===== src/rtl/nonce_job_loader_if.sv =====
// Byte-serial job-frame write channel from the SPI command decoder into the loader.
// wr_ready is the only return path; a byte moves when wr_valid & wr_ready.
interface nonce_job_loader_if;
  logic       wr_valid;
  logic       wr_sof;
  logic [7:0] wr_byte;
  logic       wr_ready;

  modport master (output wr_valid, output wr_sof, output wr_byte, input wr_ready);
  modport slave  (input wr_valid, input wr_sof, input wr_byte, output wr_ready);
endinterface


===== src/rtl/nonce_job_loader.sv =====
// Assembles 45-byte job frames into two dispatcher slots; commit lands one cycle after the last byte.
// wr_ready drops while a finished frame waits for a free slot (both slots occupied).
module nonce_job_loader #(
  parameter int FRAME_BYTES = 45
) (
  input  logic         clk,
  input  logic         reset_n,
  nonce_job_loader_if.slave wr,
  input  logic         flush,
  input  logic         job_taken,
  output logic [3:0]   hash_id1,
  output logic [3:0]   hash_id2,
  output logic [95:0]  rx_m_data1,
  output logic [95:0]  rx_m_data2,
  output logic [255:0] rx_intial_h1,
  output logic [255:0] rx_intial_h2,
  output logic         mark,
  output logic [1:0]   mark_counter,
  output logic         job_avail,
  output logic         frame_err
);

  localparam int IDX_W  = $clog2(FRAME_BYTES);
  localparam int TAIL_W = (FRAME_BYTES - 1) * 8;
  localparam logic [IDX_W-1:0] LAST_IDX = IDX_W'(FRAME_BYTES - 1);

  typedef enum logic [1:0] {
    S_HUNT,
    S_COLLECT,
    S_PEND
  } state_t;

  state_t state, state_nxt;

  logic [IDX_W-1:0]  idx;
  logic [3:0]        stg_id;
  logic [TAIL_W-1:0] stg_tail;
  logic              accept;
  logic              pending;
  logic              last_byte;
  logic              frame_err_nxt;

  logic              take;
  logic [1:0]        count_t;
  logic              mark_t;
  logic              commit;
  logic              wr_slot2;
  logic [1:0]        count_nxt;
  logic              mark_nxt;

  assign pending     = (state == S_PEND);
  assign wr.wr_ready = ~pending;
  assign accept      = wr.wr_valid & wr.wr_ready;
  assign last_byte   = (idx == LAST_IDX);
  assign job_avail   = (mark_counter != 2'd0);

  // Take is resolved before commit so a slot freed this cycle is refilled at once.
  always_comb begin
    take     = job_taken & (mark_counter != 2'd0) & ~flush;
    count_t  = mark_counter;
    mark_t   = mark;
    if (take) begin
      if (mark_counter == 2'd2) begin
        count_t = 2'd1;
      end else begin
        count_t = 2'd0;
        mark_t  = 1'b0;
      end
    end
    commit    = pending & ~flush & (count_t != 2'd2);
    wr_slot2  = (count_t == 2'd1) & mark_t;
    count_nxt = count_t;
    mark_nxt  = mark_t;
    if (flush) begin
      count_nxt = 2'd0;
      mark_nxt  = 1'b0;
    end else if (commit) begin
      if (count_t == 2'd0) begin
        count_nxt = 2'd1;
        mark_nxt  = 1'b1;
      end else begin
        count_nxt = 2'd2;
        mark_nxt  = ~mark_t;
      end
    end
  end

  always_ff @(posedge clk or negedge reset_n) begin
    if (!reset_n) begin
      state <= S_HUNT;
    end else begin
      state <= state_nxt;
    end
  end

  always_comb begin
    state_nxt     = state;
    frame_err_nxt = 1'b0;
    if (flush) begin
      state_nxt = S_HUNT;
    end else begin
      case (state)
        S_HUNT: begin
          if (accept && wr.wr_sof) state_nxt = S_COLLECT;
        end
        S_COLLECT: begin
          if (accept) begin
            if (wr.wr_sof) begin
              frame_err_nxt = 1'b1;
            end else if (last_byte) begin
              state_nxt = S_PEND;
            end
          end
        end
        S_PEND: begin
          if (commit) state_nxt = S_HUNT;
        end
        default: state_nxt = S_HUNT;
      endcase
    end
  end

  // Payload bytes shift in big-endian; after 44 shifts byte 1 sits at the top.
  always_ff @(posedge clk or negedge reset_n) begin
    if (!reset_n) begin
      idx      <= '0;
      stg_id   <= '0;
      stg_tail <= '0;
    end else if (accept && !flush) begin
      if (wr.wr_sof) begin
        idx    <= IDX_W'(1);
        stg_id <= wr.wr_byte[3:0];
      end else if (state == S_COLLECT) begin
        stg_tail <= {stg_tail[TAIL_W-9:0], wr.wr_byte};
        idx      <= last_byte ? '0 : idx + 1'b1;
      end
    end
  end

  always_ff @(posedge clk or negedge reset_n) begin
    if (!reset_n) begin
      hash_id1     <= '0;
      hash_id2     <= '0;
      rx_m_data1   <= '0;
      rx_m_data2   <= '0;
      rx_intial_h1 <= '0;
      rx_intial_h2 <= '0;
    end else if (commit) begin
      if (wr_slot2) begin
        hash_id2     <= stg_id;
        rx_m_data2   <= stg_tail[TAIL_W-1 -: 96];
        rx_intial_h2 <= stg_tail[255:0];
      end else begin
        hash_id1     <= stg_id;
        rx_m_data1   <= stg_tail[TAIL_W-1 -: 96];
        rx_intial_h1 <= stg_tail[255:0];
      end
    end
  end

  always_ff @(posedge clk or negedge reset_n) begin
    if (!reset_n) begin
      mark_counter <= 2'd0;
      mark         <= 1'b0;
      frame_err    <= 1'b0;
    end else begin
      mark_counter <= count_nxt;
      mark         <= mark_nxt;
      frame_err    <= frame_err_nxt;
    end
  end

endmodule


===== src/flat_wrapper.sv =====
// flat-port wrapper written by rule: the top's interface ports become plain ports
module nonce_job_loader_flat 
#(
  parameter int FRAME_BYTES = 45
)
  (clk, reset_n, flush, job_taken, hash_id1, hash_id2, rx_m_data1, rx_m_data2, rx_intial_h1, rx_intial_h2, mark, mark_counter, job_avail, frame_err, wr_wr_valid, wr_wr_sof, wr_wr_byte, wr_wr_ready);
  nonce_job_loader_if wr_i ();
  input  logic clk;
  input  logic reset_n;
  input  logic flush;
  input  logic job_taken;
  output logic [3:0] hash_id1;
  output logic [3:0] hash_id2;
  output logic [95:0] rx_m_data1;
  output logic [95:0] rx_m_data2;
  output logic [255:0] rx_intial_h1;
  output logic [255:0] rx_intial_h2;
  output logic mark;
  output logic [1:0] mark_counter;
  output logic job_avail;
  output logic frame_err;
  input wire logic [$bits(wr_i.wr_valid)-1:0] wr_wr_valid;
  input wire logic [$bits(wr_i.wr_sof)-1:0] wr_wr_sof;
  input wire logic [$bits(wr_i.wr_byte)-1:0] wr_wr_byte;
  output wire logic [$bits(wr_i.wr_ready)-1:0] wr_wr_ready;
  assign wr_i.wr_valid = wr_wr_valid;
  assign wr_i.wr_sof = wr_wr_sof;
  assign wr_i.wr_byte = wr_wr_byte;
  assign wr_wr_ready = wr_i.wr_ready;
  nonce_job_loader #(.FRAME_BYTES(FRAME_BYTES)) u_core (.clk(clk), .reset_n(reset_n), .wr(wr_i), .flush(flush), .job_taken(job_taken), .hash_id1(hash_id1), .hash_id2(hash_id2), .rx_m_data1(rx_m_data1), .rx_m_data2(rx_m_data2), .rx_intial_h1(rx_intial_h1), .rx_intial_h2(rx_intial_h2), .mark(mark), .mark_counter(mark_counter), .job_avail(job_avail), .frame_err(frame_err));
endmodule

===== config.mk =====
export PLATFORM = sky130hd
export DESIGN_NAME = nonce_job_loader_flat
export DESIGN_NICKNAME = d
export VERILOG_FILES = /design/src/rtl/nonce_job_loader_if.sv /design/src/rtl/nonce_job_loader.sv /design/src/flat_wrapper.sv
export SDC_FILE = /design/constraint.sdc
export NUM_CORES = 1
export LEC_CHECK = 0
export CAP_MARGIN = 5
export CORE_AREA = 2 2 289 291
export DETAILED_ROUTE_END_ITERATION = 7
export DIE_AREA = 0 0 291 293
export GPL_TIMING_DRIVEN = 0
export PLACE_DENSITY = 0.75
export SYNTH_ARGS = -nofsm -noshare
export SYNTH_HDL_FRONTEND = slang
export SYNTH_SLANG_ARGS = --single-unit

===== constraint.sdc =====
create_clock -name clk -period 2.1 [get_ports clk]
set_input_delay 0.42 -clock clk [delete_from_list [all_inputs] [get_ports clk]]
set_output_delay 0.42 -clock clk [all_outputs]
set_load 0.005 [all_outputs]

==> results of run 1 <==
-- routing by layer --
metal  part of all wire (%)  vias up  routed length [um]  track usage, %
met1                     39    13900               46700            34.1
met2                     50      845               59700            47.1
met5                  0.038        -                  45               0
met3                    7.3      211                8650            7.85
met4                    3.5        6                4110            8.97
li1                       -    11900                   -               -
-- worst register-to-register path: cells and delay by family (launching register included) --
family	cells	cell delay (ns)
compound gates	2	0.43
flops	1	0.43
buf+inv	4	0.65
simple gates	1	0.09
mux	1	0.35
-- flip-flops by register name, indices dropped and copies added, names as in the netlist, 2 cells and up --
name	count
u_core.rx_m_data2	96
u_core.state	2
u_core.hash_id2	4
u_core.hash_id1	4
u_core.stg_tail	352
u_core.rx_m_data1	96
u_core.rx_intial_h1	256
u_core.idx	6
u_core.rx_intial_h2	256
u_core.stg_id	4
u_core.mark_counter	2
-- report_power, final --
part           internal (mW)  leakage [nW]  switching (mW)
logic                  0.140          10.8           0.555
registers               20.9          15.0           0.237
clock network           11.2          1.78            8.14
total                   32.3          27.6            8.93
-- stage by stage --
stage,std cells,setup TNS (ns),hold WS [ns],setup slack [ns],utilization [%]
floorplan,3076,0,0.124,0.314,-
global placement,4876,-,0.424,-48.15,60.3
detailed placement,4882,-656.91,0.429,-1.11,60.5
CTS,5092,-0.0904,-0.289,-0.0387,65.4
global route,5104,-0.154,-0.274,-0.0194,65.9
finish,5105,0,-0.290,0.0465,65.9
-- what timing repair did --
action / CTS / global route
hold endpoints to repair: 109 / 109
resized for setup: 101 / 78
setup buffers: 12 / 10
endpoints found under the setup margin: 1083 / 631
pin swaps: 0 / 1
cloned: 3 / 5
-- logic make-up (layout without fill, tap and decap cells) --
kind of cell,Yosys count,count (layout)
compound gates,21,21
buf+inv,164,1122
other cells,0,1
fa+ha+maj,2,2
xor+xnor,2,2
mux,718,718
simple gates,1089,1089
flops,1080,1080
-- cell type report --
type	instances	area, sq um
timing repair buffer	765	7910
tap	1070	1340
sequential	1080	27100
inverter	5	18.8
fill	6024	27900
clock inverter	24	314
multi-input combinational	1832	12600
buffer	157	1350
clock buffer	171	3290
antenna	1	2.50
-- worst paths after layout --
path | end | slack [ns] | depth (start not counted)
max in group asynchronous | u_core.rx_intial_h1[66] | 0.37 | 3
max | u_core.rx_intial_h1[47] | 0.05 | 8
min | u_core.rx_m_data1[19] | -0.29 | 1
min reg2reg | u_core.state[0] | 0.49 | 1
min in group clk | u_core.mark | 0.19 | 2
max reg2reg | u_core.rx_intial_h1[47] | 0.05 | 8
-- cell usage in the layout (no fill, tap or decap), types with 3 or more instances in the layout --
cell,netlist,final
mux2_2,677,677
dlygate4sd2_1,0,19
bufinv_16,0,4
clkbuf_4,0,4
dlymetal6s2s_1,0,3
buf_8,0,18
dfrtp_2,0,24
mux2_4,40,40
buf_4,35,41
clkbuf_16,0,115
nand2_1,1062,1061
clkdlybuf4s50_1,0,704
buf_2,52,47
clkbuf_1,34,50
clkbuf_2,0,11
a21oi_1,7,7
inv_1,4,4
buf_12,0,22
nand3_1,3,3
nor3_1,4,3
clkinv_16,0,3
clkinv_2,0,15
buf_16,0,10
or3_1,4,4
dfrtp_1,1080,1056
buf_6,38,17
clkbuf_8,0,31
==> impl_results.md, run 1 <==
- Syn nets: 3092
- Crit-path leading delay family: buffers and inverters
- Reg-to-reg startpoint: u_core.mark_counter[0]
- Max Fclk: about 500 MHz
- CP startpoint: u_core.mark_counter[0]
- Total GRT Usage: 27.6%
- RSZ-0062 raised after global routing: true
- Routed WL: between 100000 and 150000 um
- Layout Nets: 3966
- Pin count of the biggest net entering global routing: around 180
- I/O pin count: about 730
- Initial DRC Count: ~1700
- Critical Path End Type: flip-flop
- Drt wl/cell: approximately 23 um
- Via count: 26900
- Post-synth EDFFs: 0
- Via density: about 5.3
- H-tree levels: 3
- Clk_lat worst skew: just under 0.7 ns
- Max_cap viols: 0
- Share of cells above drive strength 1: around 27%
- Post-Synth Adder-Cell Area: less than 1%
- CP dominant cell by count: buf_8
- Yosys reg bits: ~1100
- Final period utilization: a little over nine tenths
- Post-synthesis mux area share: roughly 20%
- CP max FO: 10
- Cell count after synthesis: slightly above 3000
- CP required: about 2.7 ns
- # port buffers: 730
- Synth Area in XOR/XNOR: less than 1%
- Critical-path cell list: buf_4 > nand2_1 > o21a_1 > o211a_4 > buf_8 > clkbuf_16 > buf_8 > mux2_2
- Asr flop ratio synth: 100%
- Final hold slack: -0.290 ns
- Die area: about 85000 sq um
- Root Driver: clkbuf_16
- Fin crit period: between 2 and 2.5 ns
- Top-count cell post-synth: dfrtp_1
- Startpoint types: flip-flop
- Worst-path clk slew: ~0.060 ns
- Initial Util: 49.7%
- Crit-path max cell delay: roughly 0.43 ns
- Post-route ant nets: 0
- DR DRC count: 0
- Synth top cells by count: 1080 x dfrtp_1, 1062 x nand2_1, 677 x mux2_2
- Critical-path top delay cell: dfrtp_2
- Power per cell area: approximately 760 nW/um^2
- Slew HR: between 30% and 40%
- Clock buffer depth: 3
- CTS tree: done
- Gpl congestion: around 0.89
- Final setup viols: 0
- Library cells used by synthesis: 38
- Compound-Gate Fraction of Synth Area: 0.360%
- Vias in the first global route: 27400
- Leak Pwr: 27.6 nW
- Post-synthesis sequential area ratio: between 60 and 70%
- First-pass GRT wire length: about 180000 um
- Final Hold Vio Count: between 100 and 150
- Post-Syn Area: between 40000 and 50000 sq um
- Synth Flop Type: dfrtp_1
- Worst hold-check path type: in -> async
- Number of antenna violations at the first check in global routing: 3
- Worst Tran Pin Value: between 1 and 1.5 ns
- Final instance area: roughly 54000 sq um
- Status: complete, but fails checks
- Post-Syn Area per Cell: between 10 and 15 sq um
- Core Area: 81800 sq um
- Largest family of logic cells by synthesized area: multiplexers
- First-pass DRT Iterations: 5
- Area contributors post-synth: dfrtp_1 66%, mux2_2 19%, nand2_1 9.8%
- Total congestion overflow: 0
- Max Slew Vio Count: 0
- Area growth syn-to-layout: 32.4%
- Total Power: 41.2 mW
- Cts bufs inserted: 109
- HPWL Detailed: approximately 85000 um
- Clock sinks: roughly 1100
- Post-synth top area share: about two thirds
- Synth warn: 0
- Violated checks: negative hold slack
- CP arrival: around 2.6 ns
- Clk_skew: 0.0284 ns
- CP Buf/Inv Count: 4
- Die width: between 200 and 300 um
- Crit Path Class: reg -> reg
- Largest area contributor in the netlist: dfrtp_1
- Die Ht: 293 um
- Placed Area: 49500 sq um
- Post-Synth Simple-Gate Area: about a tenth
- Peak supply drop: approximately 700 uV
- Row count: ~110
Power figures use the tool's default switching activity.
==> run 2: changes to the inputs <==
--- a/config.mk
+++ b/config.mk
@@ -12,2 +12,3 @@
 export GPL_TIMING_DRIVEN = 0
+export MAX_ROUTING_LAYER = met4
 export PLACE_DENSITY = 0.75
==> constraint.sdc (replaced) <==
create_clock -name clk -period 2.1 [get_ports clk]
set_input_delay 0.21 -clock clk [delete_from_list [all_inputs] [get_ports clk]]
set_output_delay 0.21 -clock clk [all_outputs]
set_load 0.005 [all_outputs]
==> impl_results.md, run 2 (synthesis gave the netlist of run 1 again) <==
- Final Hold Vio Count: 0
- Layout Nets: 3955
- Critical Path End Type: flip-flop
- Root Driver: clkbuf_16
- Startpoint types: flip-flop
- Drt wl/cell: around 23 um
- Net Switching: between 8 and 9 mW
- Cts bufs inserted: between 100 and 150
- Max Fclk: between 400 and 500 MHz
- Total GRT Usage: between 20 and 30%
- Worst flop-to-flop path endpoint: u_core.rx_intial_h2[17]
- First-pass GRT wire length: approximately 180000 um
- RSZ-0062 raised after global routing: true
- Reg-to-reg startpoint: u_core.mark_counter[0]
- Setup slack after layout: 0.0367 ns
- Commonest non-fill, non-tap cell in the layout: dfrtp_1
- Pin count of the biggest net entering global routing: roughly 180
- Total congestion overflow: 0
- FF-to-FF path depth: 6
- Vias in the first global route: ~27000
- CP arrival: approximately 2.6 ns
- Place WS: -0.902 ns
- Area growth syn-to-layout: 31.8%
- CP max FO: 10
- Clock group share of total power: around 47%
- Max Slew Vio Count: 0
- CP required: roughly 2.6 ns
- Initial Util: 49.7%
- Crit Path Class: reg -> reg
- Status: completed
- Die Ht: approximately 290 um
- Initial DRC Count: roughly 1700
- Hold Path Sink: u_core.stg_tail[7]
- I/O pin count: around 730
- CP startpoint: u_core.mark_counter[0]
- CTS tree: done
- Slew HR: approximately a third
- Final period utilization: 98.3%
- Origin of the worst min-delay path: wr_wr_byte[7]
- Gpl congestion: 0.905
- # port buffers: between 700 and 800
- Total internal power: roughly 32 mW
- Die width: 291 um
- Fin crit period: between 2 and 2.5 ns
- Power per cell area: ~770 nW/um^2
- Peak supply drop: 698 uV
- Setup TNS: 0 ns
- Sw frac: roughly 22%
- Clock sinks: 1080
- Share of cells above drive strength 1: around a quarter
- Clk_lat worst skew: between 0.6 and 0.7 ns
- Reg2reg setup slack: between 0.03 and 0.04 ns
- Die area: between 80000 and 90000 sq um
- Max_cap viols: 0
- Via count: ~27000
- Leak Pwr: roughly 27 nW
- Seq pwr share: 51.3%
- Worst-path clk slew: 0.06 ns
- Most frequent cells in the layout: 1078 x dfrtp_1, 1062 x nand2_1, 727 x clkdlybuf4s50_1
- Max reg flops: 352
- Worst Tran Pin Value: 1.01 ns
- H-tree levels: 3
- Number of antenna violations at the first check in global routing: 3
- Routed WL: roughly 120000 um
- Clk_skew: around 0.030 ns
- First-pass DRT Iterations: 5
- Post-route ant nets: 0
- Comb power frac: between 1.5 and 2%
- Via density: roughly 5.3
- Biggest register: u_core.stg_tail
- Hold depth: 3
- Core Area: approximately 82000 sq um
- Final hold slack: roughly 0.064 ns
- DR DRC count: 0
- Worst hold-check path type: in -> reg
- Largest regs: u_core.stg_tail x352, u_core.rx_intial_h1 x256, u_core.rx_intial_h2 x256
- Clock buffer depth: 3
- Final setup viols: 0
- Row count: ~110
- HPWL Detailed: between 80000 and 90000 um
[run 2: area by class of cell]
class	instances	area, sq um
Timing Repair Buffer	752	7700
Tap cell	1070	1340
Fill cell	6065	28200
Antenna cell	2	5.00
Clock buffer	171	3290
Multi-Input combinational cell	1832	12600
Buffer	159	1350
Sequential cell	1080	27000
Inverter	5	21.3
Clock inverter	24	314
[run 2: repair_timing]
action                     in CTS  in global routing
setup endpoints to repair    1043                871
hold endpoints to repair      111                  0
cloned                          2                  2
buffers inserted                8                  1
hold buffers                    3                  0
resized for setup              47                 84
pin swaps                       1                  1
[run 2: power by group through the flow]
stage / Combinational [mW] / Clock (mW) / Sequential [mW]
floorplan: 0.174 / 0 / 21.4
global placement: 0.439 / 0 / 21.6
detailed placement: 0.716 / 0 / 21.5
CTS: 0.728 / 19.6 / 21.2
global route: 0.835 / 20.5 / 21.2
finish: 0.708 / 19.4 / 21.2
[run 2: routing by layer]
layer  global-route usage, %  wire length (um)  share of wire [%]  vias to the layer above
li1                        -                 -                  -                    11900
met1                    34.5             46900                 40                    13900
met2                    47.2             59500                 50                      858
met3                    7.24              8310                7.0                      194
met4                    8.67              3870                3.3                        0
met5                       -                 0                  0                        -
[run 2: how the worst max path moves through the flow]
stage	to	cells past startpoint	slack (ns)
2_1_floorplan	u_core.rx_m_data1[10]	8	0.31
3_3_place_gp	u_core.rx_intial_h1[95]	1	-47.94
3_5_place_dp	u_core.stg_tail[285]	7	-0.90
4_1_cts	u_core.rx_intial_h1[218]	7	-0.03
5_1_grt	u_core.rx_m_data2[75]	6	-0.04
6_report	u_core.rx_intial_h2[17]	6	0.04
[run 2: critical path, stage by stage (launching register included)]
cell	delay, ns
dfrtp_2	0.42
and2b_2	0.26
a21o_1	0.19
nand3_2	0.22
buf_8	0.22
buf_4	0.24
mux2_2	0.36
[run 2: stage by stage]
step           power, mW  utilization [%]  instance area (sq um)  cells
6_report            41.2             65.6                  53700   5095
5_1_grt             42.5             65.6                  53700   5095
4_1_cts             41.5             65.3                  53400   5090
3_5_place_dp        22.3             60.5                  49500   4882
3_3_place_gp        22.0             60.3                  49400   4876
2_1_floorplan       21.6                -                  40700   3076
==> run 3: changes to the inputs <==
MAX_ROUTING_LAYER = unset   (was met4)
==> impl_results.md, run 3 (synthesis gave the netlist of run 1 again) <==
- Share of cells above drive strength 1: between 20% and 30%
- Commonest non-fill, non-tap cell in the layout: dfrtp_1
- Fin crit period: between 2 and 2.5 ns
- Setup slack after layout: 0.0407 ns
- Pin count of the biggest net entering global routing: 182
- CP startpoint: u_core.mark_counter[0]
- Startpoint types: flip-flop
- Initial Util: roughly half
- Clk_skew: roughly 0.034 ns
- Worst hold-check path type: in -> reg
- Status: completed
- Cts bufs inserted: about 110
- Post-route ant nets: 0
- Peak supply drop: approximately 700 uV
- Final period utilization: between 90% and 100%
- First-pass DRT Iterations: 7
- Total GRT Usage: 27.6%
- Max Fclk: roughly 500 MHz
- Worst-path clk slew: approximately 0.06 ns
- Final setup viols: 0
- Critical-path cell list: and2b_2 > a21o_1 > nand3_2 > buf_8 > buf_4 > mux2_2
- Total congestion overflow: 0
- Row count: about 110
- Hold Path Sink: u_core.stg_tail[7]
- Initial DRC Count: about 1800
- Setup TNS: 0 ns
- Root Driver: clkbuf_16
- Critical-path top delay cell: dfrtp_2
- Final Hold Vio Count: 0
- CTS tree: done
- Reg2reg setup slack: 0.04 ns
- CP max FO: 10
- Clock buffer depth: 3
- Crit Path Class: reg -> reg
- Max reg flops: 352
- DR DRC count: 0
- I/O pin count: between 700 and 800
- Most frequent cells in the layout: 1078 x dfrtp_1, 1062 x nand2_1, 727 x clkdlybuf4s50_1
- Max Slew Vio Count: 0
- CP required: 2.63 ns
- Area growth syn-to-layout: 31.8%
- Via density: ~5.3
- Crit-path max cell delay: between 0.4 and 0.5 ns
- Biggest register: u_core.stg_tail
- Number of antenna violations at the first check in global routing: 4
- Die width: roughly 290 um
- Leak Pwr: around 27 nW
- Layout Nets: approximately 4000
- Gpl congestion: ~0.89
- HPWL Detailed: around 85000 um
- Clock sinks: ~1100
- Origin of the worst min-delay path: wr_wr_byte[7]
- Reg-to-reg startpoint: u_core.mark_counter[0]
- Die area: 85300 sq um
- H-tree levels: 3
- Hold depth: 3
- Clk_lat worst skew: 0.68 ns
- Place WS: -0.902 ns
- Vias in the first global route: approximately 27000
- Via count: 26800
- Worst Tran Pin Value: roughly 0.97 ns
- Core Area: approximately 82000 sq um
- Largest regs: u_core.stg_tail x352, u_core.rx_intial_h1 x256, u_core.rx_intial_h2 x256
- Routed WL: approximately 120000 um
- Worst flop-to-flop path endpoint: u_core.rx_intial_h2[17]
- Power per cell area: just under 800 nW/um^2
- First-pass GRT wire length: 178000 um
- RSZ-0062 raised after global routing: true
- # port buffers: 730
- Critical Path End Type: flip-flop
- Slew HR: a little over a third
- Max_cap viols: 0
- Drt wl/cell: 23.3 um
- CP arrival: around 2.6 ns
- FF-to-FF path depth: 6
- Die Ht: between 200 and 300 um
-- run 3: cell count changes in the layout (fill, tap and decap cells not counted), sizes merged --
cell	previous run	this run
diode	2	1
-- run 3: how the worst max path moves through the flow --
stage	to	slack (ns)	cells past startpoint
floorplan	u_core.rx_m_data1[10]	0.31	8
global placement	u_core.rx_intial_h1[95]	-47.94	1
detailed placement	u_core.stg_tail[285]	-0.90	7
CTS	u_core.rx_intial_h1[218]	-0.03	7
global route	u_core.rx_intial_h2[168]	-0.04	6
finish	u_core.rx_intial_h2[17]	0.04	6
-- run 3: worst max-delay path: cells and delay by family, from the launching register on --
kind                   cells  cell delay (ns)
AO/OA/AOI/OAI              1             0.19
AND/OR/NAND/NOR            2             0.48
multiplexers               1             0.36
buffers and inverters      2             0.46
flip-flops                 1             0.42
-- run 3: where the power goes --
group          internal (mW)  total (mW)  switching (mW)  leakage (nW)
Sequential              20.9        21.2           0.234          15.1
Combinational          0.150       0.708           0.558          10.6
Clock                   11.2        19.3            8.11          1.78
-- run 3: per-stage QoR --
stage	hold WS, ns	instance area (sq um)	std cells	utilization, %	power [mW]
2_1_floorplan	-0.0856	40700	3076	-	21.6
3_3_place_gp	0.424	49400	4876	60.3	22.0
3_5_place_dp	0.219	49500	4882	60.5	22.3
4_1_cts	0.0297	53400	5090	65.3	41.5
5_1_grt	0.0480	53700	5093	65.6	42.5
6_report	0.0634	53700	5094	65.6	41.2
-- run 3: layer usage --
metal  routed length (um)  GRT usage [%]  vias to the layer above
li1                     -              -                    11900
met4                 4060           9.06                        6
met1                46700           34.4                    13900
met2                59300           47.0                      846
met5                   44              0                        -
met3                 8390           7.41                      195
-- run 3: repair_timing --
item	4_1_cts	5_1_grt
gates cloned	2	2
setup buffers	8	1
pin swaps	1	1
resized for setup	47	84
setup endpoints to repair	1043	871
hold endpoints to repair	111	0
hold buffers	3	0
-- run 3: layout make-up --
| class | count | area [sq um] |
|---|---|---|
| diodes | 1 | 2.50 |
| plain buffers | 159 | 1350 |
| clock buffers | 171 | 3290 |
| clock inverters | 24 | 314 |
| fillers | 6066 | 28200 |
| inverters | 5 | 21.3 |
| multi-input cells | 1832 | 12600 |
| flip-flops and latches | 1080 | 27000 |
| well taps | 1070 | 1340 |
| repair buffers | 752 | 7700 |
